===== config.mk =====
export PLATFORM = sky130hd
export DESIGN_NAME = dromajo_ram_arb
export DESIGN_NICKNAME = d
export VERILOG_FILES = /design/src/rtl/dromajo_ram_arb.sv
export SDC_FILE = /design/constraint.sdc
export NUM_CORES = 1
export LEC_CHECK = 0
export CORE_AREA = 2 2 177 179
export DETAILED_ROUTE_END_ITERATION = 6
export DIE_AREA = 0 0 179 181
export SYNTH_ARGS = -nofsm -noshare
export SYNTH_HDL_FRONTEND = slang
export SYNTH_SLANG_ARGS = --single-unit

===== constraint.sdc =====
create_clock -name Clk_CI -period 4.2 [get_ports Clk_CI]
set_input_delay 1.05 -clock Clk_CI [delete_from_list [all_inputs] [get_ports Clk_CI]]
set_output_delay 1.05 -clock Clk_CI [all_outputs]
set_load 0.05 [all_outputs]

===== src/rtl/dromajo_ram_arb.sv =====
// -----------------------------------------------------------------------------
// dromajo_ram_arb
// Two-port round-robin arbiter in front of a single-port, byte-enabled RAM.
// The winning port's request is forwarded to the RAM in the grant cycle. Read
// grants are tracked through a short valid/port pipeline so each read response
// is routed back to the port that issued it. The pipeline depth matches the RAM
// read latency, which is 1 + OUT_REGS cycles.
//
// Parameters
//   ADDR_WIDTH  RAM word-address width
//   OUT_REGS    RAM output register count (0 or 1)
//
// Ports
//   Clk_CI      clock, rising edge
//   Rst_RI      synchronous active-high reset
//   Req_SI      per-port request           (port p at bit p)
//   We_SI       per-port write(1)/read(0)  (port p at bit p)
//   BEn_SI      per-port byte enables      (port p at [8p+:8])
//   Addr_DI     per-port word address      (port p at [p*ADDR_WIDTH+:ADDR_WIDTH])
//   WrData_DI   per-port write data        (port p at [64p+:64])
//   Gnt_SO      per-port grant, same cycle as the accepted request
//   RValid_SO   per-port read-data valid pulse
//   RdData_DO   per-port read data, zero when not valid
//   CSel_SO, WrEn_SO, BEn_SO, Addr_DO, WrData_DO   RAM request side
//   RdData_DI   RAM read data
// -----------------------------------------------------------------------------
module dromajo_ram_arb #(
    parameter int ADDR_WIDTH = 10,
    parameter int OUT_REGS   = 0
) (
    input  logic                    Clk_CI,
    input  logic                    Rst_RI,
    input  logic [1:0]              Req_SI,
    input  logic [1:0]              We_SI,
    input  logic [15:0]             BEn_SI,
    input  logic [2*ADDR_WIDTH-1:0] Addr_DI,
    input  logic [127:0]            WrData_DI,
    output logic [1:0]              Gnt_SO,
    output logic [1:0]              RValid_SO,
    output logic [127:0]            RdData_DO,
    output logic                    CSel_SO,
    output logic                    WrEn_SO,
    output logic [7:0]              BEn_SO,
    output logic [ADDR_WIDTH-1:0]   Addr_DO,
    output logic [63:0]             WrData_DO,
    input  logic [63:0]             RdData_DI
);

    localparam int PIPE_DEPTH = 1 + OUT_REGS;

    logic                  last_gnt_r;   // index of the most recently granted port
    logic [1:0]            gnt_s;
    logic                  gnt_idx_s;
    logic                  rd_push_s;
    logic [PIPE_DEPTH-1:0] pipe_vld_r;
    logic [PIPE_DEPTH-1:0] pipe_port_r;
    logic                  rvld_s;
    logic                  rport_s;

    // Grant selection: a lone requester wins; on conflict the port that was not granted last wins.
    always_comb begin
        gnt_s = 2'b00;
        if (Rst_RI) begin
            gnt_s = 2'b00;
        end else begin
            case (Req_SI)
                2'b01:   gnt_s = 2'b01;
                2'b10:   gnt_s = 2'b10;
                2'b11:   gnt_s = last_gnt_r ? 2'b01 : 2'b10;
                default: gnt_s = 2'b00;
            endcase
        end
    end

    assign gnt_idx_s = gnt_s[1];
    assign rd_push_s = (gnt_s != 2'b00) && !(gnt_idx_s ? We_SI[1] : We_SI[0]);

    // RAM request mux: forward the granted port's fields, drive all zeros when idle.
    always_comb begin
        CSel_SO   = 1'b0;
        WrEn_SO   = 1'b0;
        BEn_SO    = 8'h00;
        Addr_DO   = {ADDR_WIDTH{1'b0}};
        WrData_DO = 64'h0;
        if (gnt_s != 2'b00) begin
            CSel_SO   = 1'b1;
            WrEn_SO   = gnt_idx_s ? We_SI[1] : We_SI[0];
            BEn_SO    = gnt_idx_s ? BEn_SI[15:8] : BEn_SI[7:0];
            Addr_DO   = gnt_idx_s ? Addr_DI[2*ADDR_WIDTH-1:ADDR_WIDTH] : Addr_DI[ADDR_WIDTH-1:0];
            WrData_DO = gnt_idx_s ? WrData_DI[127:64] : WrData_DI[63:0];
        end else begin
            CSel_SO   = 1'b0;
        end
    end

    // Round-robin history: reset to port 1 so port 0 wins the first conflict.
    always_ff @(posedge Clk_CI) begin
        if (Rst_RI) begin
            last_gnt_r <= 1'b1;
        end else if (gnt_s != 2'b00) begin
            last_gnt_r <= gnt_idx_s;
        end else begin
            last_gnt_r <= last_gnt_r;
        end
    end

    // Read-tracking pipeline, aligned with the RAM read latency; reset drops in-flight reads.
    always_ff @(posedge Clk_CI) begin
        if (Rst_RI) begin
            pipe_vld_r  <= {PIPE_DEPTH{1'b0}};
            pipe_port_r <= {PIPE_DEPTH{1'b0}};
        end else begin
            pipe_vld_r[0]  <= rd_push_s;
            pipe_port_r[0] <= gnt_idx_s;
            for (int i = 1; i < PIPE_DEPTH; i++) begin
                pipe_vld_r[i]  <= pipe_vld_r[i-1];
                pipe_port_r[i] <= pipe_port_r[i-1];
            end
        end
    end

    // The pipeline still holds its old contents during the first reset cycle, so mask it here.
    assign rvld_s  = pipe_vld_r[PIPE_DEPTH-1] & ~Rst_RI;
    assign rport_s = pipe_port_r[PIPE_DEPTH-1];

    assign Gnt_SO    = gnt_s;
    assign RValid_SO = {rvld_s & rport_s, rvld_s & ~rport_s};
    assign RdData_DO = {(RValid_SO[1] ? RdData_DI : 64'h0), (RValid_SO[0] ? RdData_DI : 64'h0)};

endmodule


=== Word level (Yosys, flattened, before mapping) ===
Index checks and enable logic that the tools add are counted.
W data, S select, Z words.

* Memories: 0
* RAM bits: 0
* Bits in read-only memories: 0
* Input port bits: 234
* Bits in latches: 0
* Flip-flop bits (word level): 3
* Output and inout port bits: 216

* Muxes and demuxes: 14
* Multiply operators: 0
* Divide/modulo/power cells: 0
* Reduce and logical (&&, ||, !) cells: 3
* Bitwise gates (word level): 5
* Shift-type cells: 0
* Add/sub/neg operators: 0
* Equality and inequality tests: 3
* Order comparisons: 0

{| class="wikitable"
|+ Operator list
! cell !! count
|-
| $mux W64 || 4
|-
| $mux W10 || 2
|-
| $mux W8 || 2
|-
| $pmux W2 S3 || 1
|-
| $eq A2 B2 Y1 const B || 2
|-
| $mux W2 || 2
|-
| $and A1 B1 Y1 || 3
|-
| $mux W1 || 3
|-
| $eq A2 B1 Y1 const B || 1
|-
| $not A1 Y1 || 2
|-
| $reduce_bool A2 Y1 || 1
|-
| $logic_and A1 B1 Y1 || 1
|-
| $logic_not A1 Y1 || 1
|}

=== Logic depth before layout (Yosys ltp) ===
Gate-level depths: netlist (run 1).

* Depth after elaboration: 6
* Gate-level depth with buffers: 6
* Depth with buffers taken out: 3

=== Worst setup path after synthesis (run 1) ===
No wires, ideal clock.

* Path kind: input to output
* Start point: in Req_SI[0]
* End point: out Gnt_SO[1]
* Arrival time: 2416 ps
* Path buffers: 3
* Stages: 5
* Setup slack: 734 ps
* Data required time: 3150 ps
* Cells stage by stage: buf_2 a21boi_2 buf_4 buf_4 nor2b_1

* Longest elaborated chain between the ends: 3

{| class="wikitable"
|+ Ends and longest elaborated chain
! item !! RTL line !! RTL
|-
| start: declaration || 33 || <nowiki>input logic [1:0] Req_SI,</nowiki>
|-
| $eq A2 B2 Y1 or $eq A2 B1 Y1 (tied branches) || 66 || <nowiki>case (Req_SI)</nowiki>
|-
| $pmux W2 S3 * || 66 ||
|-
| $mux W2 * || 63 || <nowiki>if (Rst_RI) begin</nowiki>
|-
| end: declaration || 38 || <nowiki>output logic [1:0] Gnt_SO,</nowiki>
|}

Mark *: on every way between the ends. The rest lies on a longest branch, timed or not.

=== Worst setup path after layout (run 1) ===
* Start point: in Req_SI[1]
* End point: out WrData_DO[17]

* Longest elaborated chain between the ends: 5

{| class="wikitable"
|+ Ends and longest elaborated chain
! item !! RTL line !! RTL
|-
| $eq A2 B2 Y1 or $eq A2 B1 Y1 (tied branches) || 66 ||
|-
| $pmux W2 S3 * || 66 ||
|-
| $mux W2 * || 63 ||
|-
| $mux W64 or $reduce_bool A2 Y1 (tied branches) || 90, 85 ||
|-
| $mux W64 * || 85 || <nowiki>if (gnt_s != 2'b00) begin</nowiki>
|-
| end: declaration || 45 || <nowiki>output logic [63:0] WrData_DO,</nowiki>
|}

Marks and branches as above.

==> flow_summary.toml, run 1 <==
[timing]
hold_viol_final = 0
relSlewSlack_pct = 34.0
finalCriticalPeriod_ps = 3800
rsz0062_at_grt = "false"
worstMarginPinSlew_ps = 990
fin_crit_sh_pct = 90.4
finalClockSkew_ps = 1.35
tns_ps = 0
setup_viol = 0
max_freq_mhz = 263
drv_slew = 0

[synth]
ys.flop_type = "dfxtp_1"
netlist.area_leader.share_pct = 37.2
yosys-top-cells-count = "nor2_1 (217), a32oi_1 (83), nand2_1 (67), buf_2 (24), clkbuf_1 (23)"
yosysUniqueCellTypes = 15
synthMostInstantiatedCell = "nor2_1"
avgSynthCellArea_um2 = 4.98
syn_area_mm2 = 0.00219
yosysSeqAreaShare_pct = 2.74
yosysWarningCount = 0
synth_seq_cells = 3
synth_edf_count = 0
synthArstFlopShare_pct = 0
syn-num-nets = 673
netlist_instances = 439
synth_top_area_cell = "nor2_1"
synth_area_leaders = "nor2_1 (37%), a32oi_1 (33%), nand2_1 (11%), buf_2 (5.5%), clkbuf_1 (3.9%)"

[clock_network]
cts_resized = 0
clk_latency_ps = 220
cts_tree = "done"
numClockSinks = 3
clkTransAtPathRegs_ps = 30
h-tree-depth = 1
post_cts_buffers = 0
clock-root-buffer = "clkbuf_16"
cts.path.max_buffers = 2
cts_hold_buf = 0
cts_made_buffers = 3

[place]
place.gp.congestion = 0.768
dp_cells = 1237
io_buffers = 449
hpwl_um = 15900

[setup_path]
critPathKind = "in2out"
required_ps = 3150
endpoint_kind = "output pin"
critPathArrivalTime_ps = 2750
cp-start-kind = "input port"
critPathMaxFanout = 86

[power_and_ir_drop]
powerDensity_mw_per_mm2 = 150
leakage_nw = 3.03
total_power_w = 0.00114
peakVddDrop_mv = 0.181

[grt]
first_global_vias = 4658
grt.total_usage_pct = 10.5
grt_pass1_wl_um = 26600
gr-total-overflow = 0
antenna_found_initial = 1
grt_max_degree = 87

[final_layout]
drive_gt1_share_pct = 28.2
regArea_um2 = 61.3
area_growth_pct = 249
multiInputGateArea_mm2 = 0.00187
final_util_pct = 25.1
num-fill-cells = 3278
nNetsFinal = 1080
insertedDiodeCount = 0
final_cells = 1241

[route]
routed_wl_um = 19400
num_vias = 4855
firstDrtPassIters = 4
drc = 0
wl_per_cell_um = 15.6
viasPerCell = 3.91
drt_iter0_drc = 200
antenna_left = 0

[hold_path]
min_path_type = "reg2reg"

[run]
max_cap_viol_count = 0

[outcome]
status = "complete, no violations"

[die]
start_util_pct = 7.21
dieArea_mm2 = 0.0324
die_x_um = 179
core_area_mm2 = 0.0303
chipHeight_um = 181
pin_count = 450
std_cell_rows = 64
## through the flow
| stage | cell area [um2] | hold slack (ps) | worst slack, ps |
|---|---|---|---|
| after global routing | 7630 | 638 | 261 |
| after floorplan | 2190 | 506 | 734 |
| after CTS | 7630 | 574 | 363 |
| final | 7630 | 576 | 405 |
| after detailed placement | 7550 | 567 | 367 |
| after global placement | 7550 | 551 | 386 |
## kinds of logic (layout without fill, tap and decap cells)
group | count (synthesis) | after routing | synth area share (%)
buffers and inverters | 60 | 466 | 12.5
flip-flops | 3 | 3 | 2.74
AO/OA/AOI/OAI | 86 | 86 | 34.3
AND/OR/NAND/NOR | 290 | 290 | 50.4
## metal layers
metal	track usage [%]	part of all wire, %	vias up
met1	10.5	35	2187
met2	20.8	52	312
met4	1.72	1.7	2
li1	-	-	2332
met3	3.56	11	22
met5	0	0.067	-
## final timing paths
kind / startpoint / cells past startpoint / slack [ps] / end
hold reg to reg: last_gnt_r / 3 / 580 / last_gnt_r
hold / removal: last_gnt_r / 3 / 580 / last_gnt_r
setup reg to reg: last_gnt_r / 4 / 2620 / pipe_vld_r
setup / recovery: Req_SI[1] / 6 / 400 / WrData_DO[17]
## placed cells by master (no fill, tap or decap)
cell type	instances
clkdlybuf4s50_1	231
buf_4	142
inv_1	1
clkbuf_16	3
o31ai_1	1
nand2b_2	2
a32oi_1	83
clkbuf_1	1
nand2b_1	1
nand2_1	67
a21boi_4	1
nor2_1	217
or2_2	1
nor2b_1	2
dfxtp_2	1
dfxtp_1	2
buf_12	87
buf_2	1
o21ai_0	1
## state kept, by name (all words and copies together), names as in the netlist
signal and count:
last_gnt_r 1, pipe_vld_r 1, pipe_port_r 1
## worst max-delay path, cell delays in order
cell,delay (ps)
clkdlybuf4s50_1,540
a21boi_4,220
buf_12,360
a32oi_1,150
nor2_1,240
buf_12,170
## where the power goes
part           internal [W]  switching (W)  leakage [nW]  total (W)
combinational      0.000459       0.000490          2.97   0.000949
sequential        0.0000307      0.0000110        0.0252  0.0000417
clock              0.000125      0.0000269        0.0382   0.000152
total              0.000615       0.000528          3.03    0.00114
## final cells by class
class | count | share of cell area, %
Multi-Input combinational cell | 376 | 24.5
Timing Repair Buffer | 461 | 67.2
Sequential cell | 3 | 0.803
Inverter | 1 | 0.0492
Tap cell | 396 | 6.49
Clock buffer | 4 | 1.03
Power figures use the tool's default switching activity.
==> run 2, diff against run 1 <==
==> constraint.sdc (replaced) <==
create_clock -name Clk_CI -period 4.7 [get_ports Clk_CI]
set_input_delay 1.175 -clock Clk_CI [delete_from_list [all_inputs] [get_ports Clk_CI]]
set_output_delay 1.175 -clock Clk_CI [all_outputs]
set_load 0.05 [all_outputs]
==> run 2 against run 1 <==
Compared with the run above: register-to-register slack improved by 110 ps; setup slack improved by 93 ps; critical path depth fell by 2; clock power fell by 11%; global-route usage fell by 0.77 points; core utilization fell by 0.92 points; die area did not move; cell count fell by 0.16%; via count fell by 0.93%; routed wire length fell by 6.1%; critical endpoint is now Gnt_SO[1]; largest cell class unchanged.
==> flow_summary.toml, run 2 (synthesized netlist as in run 1, its figures left out) <==
[power_and_ir_drop]
internal_power_w = 0.000518
powerDensity_mw_per_mm2 = 133
peakVddDrop_mv = 0.0818
p_sw_w = 0.000461
switching_share_pct = 47.1
seqPwrFrac_pct = 3.3
leakage_nw = 2.90
p_clk_share_pct = 13.9
combPwrFrac_pct = 82.8

[setup_path]
cpMaxStageDelayCell = "clkdlybuf4s50_1"
endpoint_kind = "output pin"
critPathArrivalTime_ps = 3030
startpoint = "Req_SI[1]"
crit_chain = "clkdlybuf4s50_1 > a21boi_4 > nor2b_1 > clkdlybuf4s50_1"
cpMostUsedCell = "clkdlybuf4s50_1"
cp-start-kind = "input port"
max_stage_delay_ps = 850
required_ps = 3520
r2r_setup_slack_ps = 2730
reg2reg_from = "last_gnt_r"
critPathMaxFanout = 4
r2r-end = "pipe_vld_r"
rr_worst_depth = 4
critPathKind = "in2out"
endpoint = "Gnt_SO[1]"

[die]
std_cell_rows = 64
core_area_mm2 = 0.0303
dieArea_mm2 = 0.0324
die_x_um = 179
start_util_pct = 7.21
pin_count = 450
chipHeight_um = 181

[route]
num_vias = 4810
viasPerCell = 3.88
drc = 0
antenna_left = 0
wl_per_cell_um = 14.7
routed_wl_um = 18200
drt_iter0_drc = 190
firstDrtPassIters = 5

[hold_path]
min_from = "last_gnt_r"
min_path_type = "reg2reg"

[final_layout]
nNetsFinal = 1078
area_growth_pct = 236
drive_gt1_share_pct = 25.6
final_common_cell = "clkdlybuf4s50_1"
num-fill-cells = 3293
final_cell_mix = "clkdlybuf4s50_1 (251), nor2_1 (217), buf_4 (145)"
top_regs = "last_gnt_r (1), pipe_port_r (1), pipe_vld_r (1)"
insertedDiodeCount = 0

[timing]
setup_viol = 0
finalClockSkew_ps = 2.19
max_freq_mhz = 238
fin_crit_sh_pct = 89.4
hold_viol_final = 0
relSlewSlack_pct = 54.4
drv_slew = 0
holdWs_ps = 567
worstMarginPinSlew_ps = 683
rsz0062_at_grt = "false"
tns_ps = 0
finalCriticalPeriod_ps = 4200

[grt]
gr-total-overflow = 0
grt.total_usage_pct = 9.76
grt_pass1_wl_um = 25100
antenna_found_initial = 0
grt_max_degree = 86
first_global_vias = 4614

[clock_network]
cts_resized = 0
h-tree-depth = 1
cts_hold_buf = 0
clkTransAtPathRegs_ps = 30
clock-root-buffer = "clkbuf_16"
cts.path.max_buffers = 2
post_cts_buffers = 0
cts_made_buffers = 3
cts_tree = "done"
numClockSinks = 3
clk_latency_ps = 220

[place]
hpwl_um = 15200
io_buffers = 449
place.gp.congestion = 0.806

[run]
max_cap_viol_count = 0

[outcome]
status = "complete, no violations"
==> run 2: changes by cell type in the layout (fill, tap and decap cells not counted), sizes merged <==
cell / delta
clkdlybuf4s50: +20
buf: -22
==> run 2: metrics by stage <==
| step | cell area (um2) | instances | total power, W | setup WS, ps | utilization, % |
|---|---|---|---|---|---|
| after floorplan | 2190 | 439 | 0.000410 | 984 | - |
| after global placement | 7270 | 1235 | 0.000846 | 503 | 24.0 |
| after detailed placement | 7270 | 1235 | 0.000847 | 514 | 24.0 |
| after CTS | 7350 | 1239 | 0.000990 | 511 | 24.2 |
| after global routing | 7350 | 1239 | 0.00103 | 451 | 24.2 |
| final | 7350 | 1239 | 0.000979 | 498 | 24.2 |
==> run 2: area by class of cell <==
cell class | instances | area (um2) | area share [%]
well taps | 396 | 495 | 6.74
clock buffers | 4 | 78.8 | 1.07
multi-input cells | 376 | 1870 | 25.4
flip-flops and latches | 3 | 61.3 | 0.834
inverters | 1 | 3.75 | 0.0510
repair buffers | 459 | 4850 | 65.9
==> run 2: worst max-delay path: cells and delay by family <==
| kind | cells | cell delay (ps) |
|---|---|---|
| compound gates | 1 | 230 |
| simple gates | 1 | 230 |
| buf+inv | 2 | 1390 |
==> run 2: routing by layer <==
metal / track usage [%] / up-vias / wire [um]
li1: - / 2324 / -
met1: 10.2 / 2140 / 6510
met2: 18.9 / 324 / 9200
met3: 2.46 / 22 / 2040
met4: 2.47 / 0 / 418
met5: 0 / - / 0
==> run 2: power by group through the flow <==
stage	combinational, W	clock, W	sequential (W)
5_1_grt	0.000850	0.000144	0.0000329
3_3_place_gp	0.000813	0	0.0000327
6_report	0.000811	0.000136	0.0000323
4_1_cts	0.000817	0.000142	0.0000324
3_5_place_dp	0.000815	0	0.0000327
2_1_floorplan	0.000382	0	0.0000285
==> run 2: how the worst min path moves through the flow <==
stage,endpoint,cells after the start,slack [ps]
floorplan,last_gnt_r,3,510
global placement,last_gnt_r,3,600
detailed placement,last_gnt_r,3,560
CTS,last_gnt_r,3,580
global route,last_gnt_r,3,640
finish,last_gnt_r,3,570
==> run 3, diff against run 2 <==
--- a/config.mk
+++ b/config.mk
@@ -8,6 +8,7 @@
 export CORE_AREA = 2 2 177 179
 export DETAILED_ROUTE_END_ITERATION = 6
 export DIE_AREA = 0 0 179 181
+export REMOVE_ABC_BUFFERS = 1
 export SYNTH_ARGS = -nofsm -noshare
 export SYNTH_HDL_FRONTEND = slang
 export SYNTH_SLANG_ARGS = --single-unit
==> run 3 against run 2 <==
Compared with the run above: die area stayed put; critical path type unchanged; highest routed layer is now met5; clock power barely moved; combinational power up 7.6%.
==> flow_summary.toml, run 3 (synthesized netlist as in run 1, its figures left out) <==
[timing]
tns_ps = 0
relSlewSlack_pct = 39.9
timing.final.ws_setup_ps = 468
worstMarginPinSlew_ps = 901
fin_crit_sh_pct = 90.0
finalClockSkew_ps = 0.229
holdWs_ps = 590
rsz0062_at_grt = "false"
finalCriticalPeriod_ps = 4230
hold_viol_final = 0
setup_viol = 0
max_freq_mhz = 236
drv_slew = 0

[place]
pre_cts_ws_ps = 431
place.gp.congestion = 0.795
hpwl_um = 19500
io_buffers = 449

[final_layout]
drive_gt1_share_pct = 26.9
final_common_cell = "clkdlybuf4s50_1"
area_growth_pct = 256
num-fill-cells = 3293
final_util_pct = 25.7
final_cell_mix = "clkdlybuf4s50_1 (244), nor2_1 (217), buf_4 (124)"
insertedDiodeCount = 0
nNetsFinal = 1083
top_regs = "last_gnt_r (1), pipe_port_r (1), pipe_vld_r (1)"

[setup_path]
critPathMaxFanout = 29
endpoint = "WrData_DO[0]"
crit_chain = "clkdlybuf4s50_1 > a21boi_4 > buf_12 > buf_12 > a32oi_1 > nor2_1 > buf_12"
reg2reg_from = "last_gnt_r"
required_ps = 3520
critPathKind = "in2out"
cpMaxStageDelayCell = "clkdlybuf4s50_1"
crit_cells = 7
cp-start-kind = "input port"
rr_worst_depth = 3
cpMostUsedCell = "buf_12"
endpoint_kind = "output pin"
crit_family = "buffers and inverters"
r2r-end = "pipe_vld_r"
max_stage_delay_ps = 570
critPathArrivalTime_ps = 3060
startpoint = "Req_SI[1]"
path_buf_inv = 4
r2r_setup_slack_ps = 3410

[grt]
gr-total-overflow = 0
grt.total_usage_pct = 12.7
antenna_found_initial = 3
grt_max_degree = 91
first_global_vias = 4837
grt_pass1_wl_um = 31200

[clock_network]
numClockSinks = 3
cts_tree = "done"
clkTransAtPathRegs_ps = 30
cts.path.max_buffers = 2
clock-root-buffer = "clkbuf_16"
clk_latency_ps = 220
cts_made_buffers = 3
post_cts_buffers = 0
h-tree-depth = 1
cts_resized = 0
cts_hold_buf = 0

[route]
routed_wl_um = 22600
wl_per_cell_um = 18.2
viasPerCell = 3.97
antenna_left = 0
drt_iter0_drc = 167
firstDrtPassIters = 4
num_vias = 4944
drc = 0

[die]
pin_count = 450
std_cell_rows = 64
chipHeight_um = 181
dieArea_mm2 = 0.0324
start_util_pct = 7.21
die_x_um = 179
core_area_mm2 = 0.0303

[power_and_ir_drop]
leakage_nw = 3.05
total_power_w = 0.00104
peakVddDrop_mv = 0.127
powerDensity_mw_per_mm2 = 133

[outcome]
status = "complete, no violations"

[run]
max_cap_viol_count = 0

[hold_path]
min_path_type = "reg2reg"
## run 3: cell count changes in the layout (fill, tap and decap cells not counted), sizes merged
cell	change
buf	+12
clkdlybuf4s50	-7
## run 3: metal layers
metal,vias up,share of wire [%],routed length (um),track usage [%]
met1,2278,39,8840,14.9
met4,4,0.27,61,0.585
met5,-,0.12,27,0
li1,2339,-,-,-
met3,10,11,2450,3.66
met2,313,50,11300,23.7
## run 3: how the worst min path moves through the flow
stage | start | to | slack [ps] | cells past startpoint
3_3_place_gp | last_gnt_r | last_gnt_r | 560 | 3
2_1_floorplan | last_gnt_r | last_gnt_r | 510 | 3
3_5_place_dp | last_gnt_r | last_gnt_r | 580 | 3
5_1_grt | last_gnt_r | last_gnt_r | 650 | 3
4_1_cts | last_gnt_r | last_gnt_r | 590 | 3
6_report | last_gnt_r | last_gnt_r | 590 | 3
## run 3: power breakdown
| part | switching (W) | leakage [nW] | internal [W] |
|---|---|---|---|
| sequential | 0.00000409 | 0.0252 | 0.0000275 |
| combinational | 0.000454 | 2.99 | 0.000419 |
| clock | 0.0000218 | 0.0382 | 0.000112 |
| total | 0.000480 | 3.05 | 0.000559 |
## run 3: worst reg2reg max path, delay by kind of cell, from the launching register on
family / cells / cell delay, ps
flops: 1 / 420
compound gates: 1 / 220
simple gates: 2 / 550
## run 3: layout make-up
class                           instances  area (um2)  share of cell area (%)
Sequential cell                         3        61.3                   0.787
Tap cell                              396         495                    6.36
Timing Repair Buffer                  464        5280                    67.8
Clock buffer                            4        78.8                    1.01
Multi-Input combinational cell        376        1870                    24.0
Inverter                                1        3.75                  0.0482
## run 3: stage by stage
step                instance area, um2  cells
floorplan                         1920    380
global placement                  7710   1240
detailed placement                7710   1240
CTS                               7790   1244
global route                      7790   1244
finish                            7790   1244
